<file path="src/rtl/if_stage_if.sv">
// Signal bundle between the fetch stage, the instruction-memory port and decode.
// The master side is the fetch stage; the slave side is memory plus decode.
interface if_stage_if;
    logic [32:0] branch_data;
    logic        ds_allowin;
    logic        fs_valid;
    logic [63:0] fs_data;
    logic        inst_req;
    logic [31:0] inst_addr;
    logic        inst_addr_ok;
    logic        inst_data_ok;
    logic [31:0] inst_rdata;

    modport master (
        input  branch_data,
        input  ds_allowin,
        input  inst_addr_ok,
        input  inst_data_ok,
        input  inst_rdata,
        output fs_valid,
        output fs_data,
        output inst_req,
        output inst_addr
    );

    modport slave (
        output branch_data,
        output ds_allowin,
        output inst_addr_ok,
        output inst_data_ok,
        output inst_rdata,
        input  fs_valid,
        input  fs_data,
        input  inst_req,
        input  inst_addr
    );
endinterface

</file>
<file path="src/rtl/if_stage.sv">
// Instruction-fetch stage: one outstanding word fetch, {pc, inst} output register
// plus a one-entry skid buffer, and taken-branch redirect with stale-response cancel.
module if_stage #(
    parameter logic [31:0] RESET_PC = 32'h8000_0000
) (
    input  logic        clk,
    input  logic        rst,
    if_stage_if.master  bus
);

    typedef enum logic {S_REQ, S_RESP} state_t;

    state_t      state_q, state_d;
    logic [31:0] fetch_pc_q, fetch_pc_d;
    logic [31:0] req_pc_q, req_pc_d;
    logic        cancel_q, cancel_d;
    logic        fs_valid_q, fs_valid_d;
    logic [31:0] fs_pc_q, fs_pc_d;
    logic [31:0] fs_inst_q, fs_inst_d;
    logic        buf_valid_q, buf_valid_d;
    logic [31:0] buf_pc_q, buf_pc_d;
    logic [31:0] buf_inst_q, buf_inst_d;

    logic        br_taken;
    logic [31:0] br_target;
    logic        inst_req;
    logic        addr_hs;
    logic        data_hs;
    logic        deliver;
    logic        ds_take;

    assign br_taken  = bus.branch_data[32];
    assign br_target = bus.branch_data[31:0] & ~32'h3;

    // Never request while the skid buffer is occupied: every response then has a slot.
    assign inst_req = (state_q == S_REQ) && !buf_valid_q && !rst;
    assign addr_hs  = inst_req && bus.inst_addr_ok;
    assign data_hs  = (state_q == S_RESP) && bus.inst_data_ok;
    assign deliver  = data_hs && !cancel_q && !br_taken;
    assign ds_take  = fs_valid_q && bus.ds_allowin;

    assign bus.inst_req  = inst_req;
    assign bus.inst_addr = fetch_pc_q;
    assign bus.fs_valid  = fs_valid_q;
    assign bus.fs_data   = {fs_pc_q, fs_inst_q};

    always_comb begin
        state_d     = state_q;
        fetch_pc_d  = fetch_pc_q;
        req_pc_d    = req_pc_q;
        cancel_d    = cancel_q;
        fs_valid_d  = fs_valid_q;
        fs_pc_d     = fs_pc_q;
        fs_inst_d   = fs_inst_q;
        buf_valid_d = buf_valid_q;
        buf_pc_d    = buf_pc_q;
        buf_inst_d  = buf_inst_q;

        case (state_q)
            S_REQ: begin
                if (addr_hs) begin
                    state_d    = S_RESP;
                    req_pc_d   = fetch_pc_q;
                    fetch_pc_d = fetch_pc_q + 32'd4;
                end
            end
            S_RESP: begin
                if (bus.inst_data_ok) begin
                    state_d  = S_REQ;
                    cancel_d = 1'b0;
                end
            end
            default: state_d = S_REQ;
        endcase

        if (ds_take) begin
            if (buf_valid_q) begin
                fs_pc_d     = buf_pc_q;
                fs_inst_d   = buf_inst_q;
                buf_valid_d = 1'b0;
            end else begin
                fs_valid_d  = 1'b0;
            end
        end

        if (deliver) begin
            if (!fs_valid_q || bus.ds_allowin) begin
                fs_valid_d = 1'b1;
                fs_pc_d    = req_pc_q;
                fs_inst_d  = bus.inst_rdata;
            end else begin
                buf_valid_d = 1'b1;
                buf_pc_d    = req_pc_q;
                buf_inst_d  = bus.inst_rdata;
            end
        end

        // Redirect wins: flush both slots and mark any in-flight response as stale.
        if (br_taken) begin
            fetch_pc_d  = br_target;
            fs_valid_d  = 1'b0;
            buf_valid_d = 1'b0;
            if (state_q == S_REQ) begin
                if (addr_hs) begin
                    cancel_d = 1'b1;
                end
            end else begin
                cancel_d = !bus.inst_data_ok;
            end
        end
    end

    always_ff @(posedge clk or posedge rst) begin
        if (rst) begin
            state_q     <= S_REQ;
            fetch_pc_q  <= RESET_PC;
            req_pc_q    <= 32'd0;
            cancel_q    <= 1'b0;
            fs_valid_q  <= 1'b0;
            fs_pc_q     <= 32'd0;
            fs_inst_q   <= 32'd0;
            buf_valid_q <= 1'b0;
            buf_pc_q    <= 32'd0;
            buf_inst_q  <= 32'd0;
        end else begin
            state_q     <= state_d;
            fetch_pc_q  <= fetch_pc_d;
            req_pc_q    <= req_pc_d;
            cancel_q    <= cancel_d;
            fs_valid_q  <= fs_valid_d;
            fs_pc_q     <= fs_pc_d;
            fs_inst_q   <= fs_inst_d;
            buf_valid_q <= buf_valid_d;
            buf_pc_q    <= buf_pc_d;
            buf_inst_q  <= buf_inst_d;
        end
    end

endmodule
</file>
<file path="src/flat_wrapper.sv">
// flat-port wrapper written by rule: the top's interface ports become plain ports
module if_stage_flat 
#(
    parameter logic [31:0] RESET_PC = 32'h8000_0000
)
  (clk, rst, bus_branch_data, bus_ds_allowin, bus_inst_addr_ok, bus_inst_data_ok, bus_inst_rdata, bus_fs_valid, bus_fs_data, bus_inst_req, bus_inst_addr);
  if_stage_if bus_i ();
  input  logic clk;
  input  logic rst;
  input wire logic [$bits(bus_i.branch_data)-1:0] bus_branch_data;
  input wire logic [$bits(bus_i.ds_allowin)-1:0] bus_ds_allowin;
  input wire logic [$bits(bus_i.inst_addr_ok)-1:0] bus_inst_addr_ok;
  input wire logic [$bits(bus_i.inst_data_ok)-1:0] bus_inst_data_ok;
  input wire logic [$bits(bus_i.inst_rdata)-1:0] bus_inst_rdata;
  output wire logic [$bits(bus_i.fs_valid)-1:0] bus_fs_valid;
  output wire logic [$bits(bus_i.fs_data)-1:0] bus_fs_data;
  output wire logic [$bits(bus_i.inst_req)-1:0] bus_inst_req;
  output wire logic [$bits(bus_i.inst_addr)-1:0] bus_inst_addr;
  assign bus_i.branch_data = bus_branch_data;
  assign bus_i.ds_allowin = bus_ds_allowin;
  assign bus_i.inst_addr_ok = bus_inst_addr_ok;
  assign bus_i.inst_data_ok = bus_inst_data_ok;
  assign bus_i.inst_rdata = bus_inst_rdata;
  assign bus_fs_valid = bus_i.fs_valid;
  assign bus_fs_data = bus_i.fs_data;
  assign bus_inst_req = bus_i.inst_req;
  assign bus_inst_addr = bus_i.inst_addr;
  if_stage #(.RESET_PC(RESET_PC)) u_core (.clk(clk), .rst(rst), .bus(bus_i));
endmodule
</file>
<file path="config.mk">
export PLATFORM = sky130hd
export DESIGN_NAME = if_stage_flat
export DESIGN_NICKNAME = d
export VERILOG_FILES = /design/src/rtl/if_stage_if.sv /design/src/rtl/if_stage.sv /design/src/flat_wrapper.sv
export SDC_FILE = /design/constraint.sdc
export NUM_CORES = 1
export LEC_CHECK = 0
export ABC_AREA = 1
export BUFFER_PORTS_ARGS = -buffer_cell sky130_fd_sc_hd__buf_2
export CORE_ASPECT_RATIO = 1.2
export CORE_MARGIN = 2
export CORE_UTILIZATION = 50
export CTS_CLUSTER_SIZE = 24
export DETAILED_ROUTE_END_ITERATION = 6
export PLACE_DENSITY = 0.76
export SLEW_MARGIN = 10
export SYNTH_ARGS = -nofsm -noshare
export SYNTH_HDL_FRONTEND = slang
export SYNTH_SLANG_ARGS = --single-unit
export TNS_END_PERCENT = 30
</file>
<file path="constraint.sdc">
create_clock -name clk -period 6.2 [get_ports clk]
set_clock_uncertainty 0.2 [all_clocks]
set_input_delay 0.62 -clock clk [delete_from_list [all_inputs] [get_ports clk]]
set_output_delay 0.62 -clock clk [all_outputs]
set_load 0.005 [all_outputs]
</file>
# After elaboration in Yosys (flattened, before gate mapping)
# Index checks and enable logic that the tools add are counted.
# op_classes
add_sub_neg	1
n_eq_ne	1
mux	28
bitwise_logic	2
reduce_logical	18
# op_table
op	count
32-bit two-way mux	11
32-bit by 3-bit adder with 32-bit output (second input constant)	1
1-bit two-way mux	16
1-bit logical AND	7
1-bit logical NOT	6
2-bit AND reduction	3
2-bit inequality test (second input constant)	1
1-bit NOT	2
1-bit case mux with 2 select lines	1
2-bit nonzero test	1
1-bit logical OR	1
# totals
regBits	196
in_bits	70
output_inout_bits	98
wordCells	60

# Logic depth before layout (Yosys ltp)
# depth
ltp_word	7
ltp_mapped	9
mapped_depth_nobuf	9

# Least setup slack after synthesis
# No wires, ideal clock.
# synth_timing
kind	input -> register
start	input port rst
end	register u_core.fetch_pc_q[19], in the netlist u_core.bus.inst_addr[19]
setup_time_ns	0.065
arrival_ns	6.102
required_time_ns	5.935
slack_ns	-0.167
stages	6
n_path_buf	1
cell_sequence	inv_1 -> nand3_2 -> nor2_2 -> buf_2 -> nand3_1 -> nand2_1
# synth_between
elab_chain_len	5
# synth_lines
item	line	rtl
start: declaration	flat_wrapper.sv:9	input logic rst;
1-bit logical NOT	if_stage.sv:36	assign inst_req = (state_q == S_REQ) && !buf_valid_q && !rst;
1-bit logical AND	if_stage.sv:36	
1-bit logical AND	if_stage.sv:37	assign addr_hs = inst_req && bus.inst_addr_ok;
2-bit nonzero test (no line)	n/a	
2-bit AND reduction (no line)	n/a	
end signal: assignment	if_stage.sv:127	fetch_pc_q <= fetch_pc_d;
end: declaration	if_stage.sv:14	logic [31:0] fetch_pc_q, fetch_pc_d;
# No other way between the ends.
# A chain may end at the register's enable or synchronous reset.

# Worst setup path after layout
# layout_timing
start	register u_core.buf_valid_q
end	register u_core.fetch_pc_q[4], in the netlist u_core.bus.inst_addr[4]
# layout_between
elab_chain_len	6
# layout_lines
item	line	rtl
start: declaration	if_stage.sv:20	logic buf_valid_q, buf_valid_d;
start signal: assignment	if_stage.sv:133	buf_valid_q <= buf_valid_d;
1-bit logical NOT	if_stage.sv:36	
1-bit logical AND (2 in series)	if_stage.sv:36	
1-bit logical AND	if_stage.sv:37	
2-bit nonzero test (no line)	n/a	
2-bit AND reduction (no line)	n/a	
# No other way between the ends.

==> flow_summary.toml <==
[outcome]
run_status = "finished clean"

[placed_design]
finalWeightedCongestion = 0.856
place_ws_ns = 2.55
input_output_buffers = 163
dpl.hpwl_um = 12700

[timing]
fin_tns_setup_ns = 0
finalSetupViolations = 0
max_freq_ghz = 0.295
fin_crit_share_pct = 54.7
hold_violations = 0
unrepaired_setup_endpoints_after_global_routing = "no"
timing_max_transition_violations_final = 0
min_period_ns = 3.39
slew_headroom_pct = 23.7
setup_ws_ns = 2.81
worst_pin_slew_ns = 1.14

[cts]
clk_path_buf_depth = 2
numCtsBuffers = 17
clk_latency_ns = 0.42
cts-root-buf = "sky130_fd_sc_hd__clkbuf_16"
h-tree-depth = 4
cts_sinks = 190
post_cts_hold_buffer_count = 0
tritoncts = "yes"
postCtsResizedCells = 0
clkSlewWorstSetupHoldPaths_ns = 0.07
post-cts-setup-buffer-count = 0

[die]
design.portCount = 168
coreArea_um2 = 17500
start_util_pct = 51.0
fp.dieH_um = 150
dieArea_um2 = 18900
rows = 53
die-width_um = 126

[detailed_routing]
detail_route.vias_per_cell = 4.91
route.vias.total = 7210
antenna_violating_nets_post_route = 0
avgRoutedWirePerCell_um = 13.1
routed_wl_um = 19300
post-route-drc-count = 0
drtPass1Iterations = 5
drt_iter0_drc = 627

[yosys]
synthesis.instances = 1103
synth-compound-area-share_pct = 16.1
synth.yosys.seq_area_share_pct = 53.3
synth.yosys.warnings = 0
synth_area_um2 = 8930
synth-adder-area-share_pct = 0.140
synth_simple_gate_area_share_pct = 18.3
ys_ff_latch = 190
synth_top_family_by_area = "simple AND/OR/NAND/NOR gates"
synth.lib_cells_used.distinct = 30
synth.area.mux_share_pct = 0
synth_area_per_cell_um2 = 8.09
synth_xor_xnor_area_share_pct = 0.491

[global_routing]
grt_util_all_layers_pct = 21.1
grt_first_pass_wirelength_um = 32600
grt_antenna_before_repair = 0
grt_remaining_overflow = 0
via_count_of_the_first_global_routing_pass = 6737
pin_count_of_the_biggest_net_entering_global_routing = 191

[critical_path]
rr_worst_depth = 5
endpoint_kind = "flop"
path_cells = "nor2_1, nand3_2, nor2_2, inv_1, o211ai_1"
crit_path_kind = "reg -> reg"
master_of_the_slowest_instance_on_the_critical_path = "sky130_fd_sc_hd__nor2_2"
critical_path.max_stage_delay_ns = 1.20
nature_of_the_critical_path_startpoint = "flop"
crit_arrival_ns = 3.53
path_max_fanout = 64
cp.required_ns = 6.34

[power_and_ir_drop]
clock_share_of_power_pct = 31.8
switching_share_pct = 29.3
power.net_switching_mw = 1.06
maximum_ir_drop_on_the_vdd_rail_uv = 190
pwr-share-seq_pct = 45.9
pwr_density_cell_nw_per_um2 = 350
leakagePower_nw = 5.38
p_int_mw = 2.57
power_frac_comb_pct = 22.3

[finish]
multi_input_comb_area_um2 = 3140
regArea_um2 = 4760
number_of_nets_in_the_finished_design = 1306
antenna_cells = 0
fill_cells = 1663
area_delta_synth_final_pct = 16.2
drive_gt1_share_pct = 17.5

[hold_path]
worstHoldPathCells = 3
hp-class = "in -> reg"

[run]
max_cap_viol_count = 0
==> synth_stat cells <==
cell	instances	area share, %
sky130_fd_sc_hd__buf_6	12	1.5
sky130_fd_sc_hd__nor3_1	1	0.056
sky130_fd_sc_hd__a31oi_1	1	0.070
sky130_fd_sc_hd__inv_1	184	7.7
sky130_fd_sc_hd__clkbuf_1	29	1.2
sky130_fd_sc_hd__ha_1	1	0.14
sky130_fd_sc_hd__inv_2	3	0.13
sky130_fd_sc_hd__nand2_1	307	13
sky130_fd_sc_hd__nand3_4	1	0.20
sky130_fd_sc_hd__nand3_1	45	2.5
sky130_fd_sc_hd__nor2_2	7	0.49
sky130_fd_sc_hd__and2_1	1	0.070
sky130_fd_sc_hd__buf_2	7	0.39
sky130_fd_sc_hd__nor2_1	35	1.5
sky130_fd_sc_hd__nand2_2	2	0.14
sky130_fd_sc_hd__o21ai_0	182	10
sky130_fd_sc_hd__o21bai_1	4	0.34
sky130_fd_sc_hd__o21ai_1	22	1.2
sky130_fd_sc_hd__o211ai_1	47	4.0
sky130_fd_sc_hd__conb_1	1	0.042
sky130_fd_sc_hd__xor2_1	4	0.39
sky130_fd_sc_hd__nand3_2	3	0.34
sky130_fd_sc_hd__buf_4	7	0.59
sky130_fd_sc_hd__a21oi_1	2	0.11
sky130_fd_sc_hd__o21ai_4	1	0.18
sky130_fd_sc_hd__clkinv_1	1	0.042
sky130_fd_sc_hd__dfrtp_1	189	53
sky130_fd_sc_hd__xnor2_1	1	0.098
sky130_fd_sc_hd__nand4_1	2	0.14
sky130_fd_sc_hd__dfstp_2	1	0.29
==> registers in the layout, indices dropped and copies added, names as in the netlist <==
| name | count |
|---|---|
| u_core.fs_inst_q | 32 |
| u_core.buf_valid_q | 1 |
| u_core.bus.fs_valid | 1 |
| u_core.fs_pc_q | 32 |
| u_core.cancel_q | 1 |
| u_core.bus.inst_addr | 30 |
| u_core.state_q | 1 |
| u_core.req_pc_q | 30 |
| u_core.buf_inst_q | 32 |
| u_core.buf_pc_q | 30 |
==> stage by stage <==
| stage | instances | util (%) | hold WS, ns | power, mW | instance area [um^2] |
|---|---|---|---|---|---|
| floorplan | 1104 | - | 0.253 | 2.15 | 8930 |
| global placement | 1436 | 55.7 | 0.265 | 2.48 | 9740 |
| detailed placement | 1436 | 55.7 | 0.273 | 2.51 | 9740 |
| CTS | 1468 | 59.2 | 0.192 | 3.68 | 10400 |
| global route | 1468 | 59.2 | 0.205 | 3.89 | 10400 |
| finish | 1468 | 59.2 | 0.206 | 3.63 | 10400 |
==> placed cells by master, fill, tap and decap left out, types with 3 or more instances in the layout <==
cell type                   count
sky130_fd_sc_hd__buf_4          3
sky130_fd_sc_hd__clkbuf_16     17
sky130_fd_sc_hd__nor2_1        35
sky130_fd_sc_hd__nand3_1       45
sky130_fd_sc_hd__o21bai_1       4
sky130_fd_sc_hd__dfrtp_1      189
sky130_fd_sc_hd__inv_2          3
sky130_fd_sc_hd__buf_2        163
sky130_fd_sc_hd__nor2_2         7
sky130_fd_sc_hd__clkinv_2       5
sky130_fd_sc_hd__o211ai_1      47
sky130_fd_sc_hd__nand2_1      307
sky130_fd_sc_hd__bufinv_16      4
sky130_fd_sc_hd__inv_1        183
sky130_fd_sc_hd__xor2_1         4
sky130_fd_sc_hd__o21ai_1       22
sky130_fd_sc_hd__o21ai_0      182
sky130_fd_sc_hd__clkinv_4       3
==> power groups by stage <==
stage          Sequential, mW  Clock, mW  Combinational, mW
6_report                 1.67       1.15              0.810
5_1_grt                  1.71       1.24              0.948
4_1_cts                  1.67       1.18              0.824
3_5_place_dp             1.69          0              0.816
3_3_place_gp             1.68          0              0.795
2_1_floorplan            1.69          0              0.462
==> final timing paths <==
| check | to | startpoint | slack [ns] |
|---|---|---|---|
| setup reg to reg | u_core.bus.inst_addr[4]$_DFFE_PP0P_ | u_core.buf_valid_q$_DFF_PP0_ | 2.81 |
| max in group asynchronous | u_core.req_pc_q[6]$_DFFE_PP0P_ | rst | 4.74 |
| min in group asynchronous | u_core.bus.inst_addr[2]$_DFFE_PP0P_ | rst | 0.34 |
| hold / removal | u_core.bus.inst_addr[15]$_DFFE_PP0P_ | bus_branch_data[15] | 0.21 |
| hold reg to reg | u_core.buf_inst_q[24]$_DFFE_PP0P_ | u_core.buf_inst_q[24]$_DFFE_PP0P_ | 0.28 |
| setup / recovery | u_core.bus.inst_addr[4]$_DFFE_PP0P_ | u_core.buf_valid_q$_DFF_PP0_ | 2.81 |
==> logic make-up (layout without fill, tap and decap cells) <==
| family | after synthesis | count (layout) |
|---|---|---|
| flip-flops | 190 | 190 |
| buffers and inverters | 243 | 387 |
| XOR/XNOR | 5 | 5 |
| adder cells (fa/ha/maj) | 1 | 1 |
| AO/OA/AOI/OAI | 259 | 259 |
| AND/OR/NAND/NOR | 404 | 404 |
| other | 1 | 2 |
==> worst max-delay path, delay by kind of cell, from the launching register on <==
| family | cells | cell delay (ns) |
|---|---|---|
| and+or+nand+nor | 3 | 2.10 |
| DFF | 1 | 0.45 |
| buffers and inverters | 1 | 0.28 |
| AOI/OAI and AO/OA | 1 | 0.24 |
==> metal layers <==
| layer | part of all wire (%) | routed length (um) | vias to the layer above | GRT usage, % |
|---|---|---|---|---|
| met5 | 0 | 0 | - | 0 |
| met1 | 46 | 8880 | 3267 | 29.1 |
| met4 | 1.8 | 340 | 0 | 6.65 |
| met3 | 4.2 | 813 | 20 | 3.77 |
| met2 | 48 | 9230 | 182 | 34.1 |
| li1 | - | - | 3741 | - |
==> final cells by class <==
type | instances | share of cell area, %
clock buffers | 18 | 4.23
flip-flops and latches | 190 | 45.9
inverters | 188 | 6.84
multi-input cells | 671 | 30.3
repair buffers | 167 | 8.28
well taps | 220 | 2.65
clock inverters | 14 | 1.82
(Power assumes the default switching activity.)
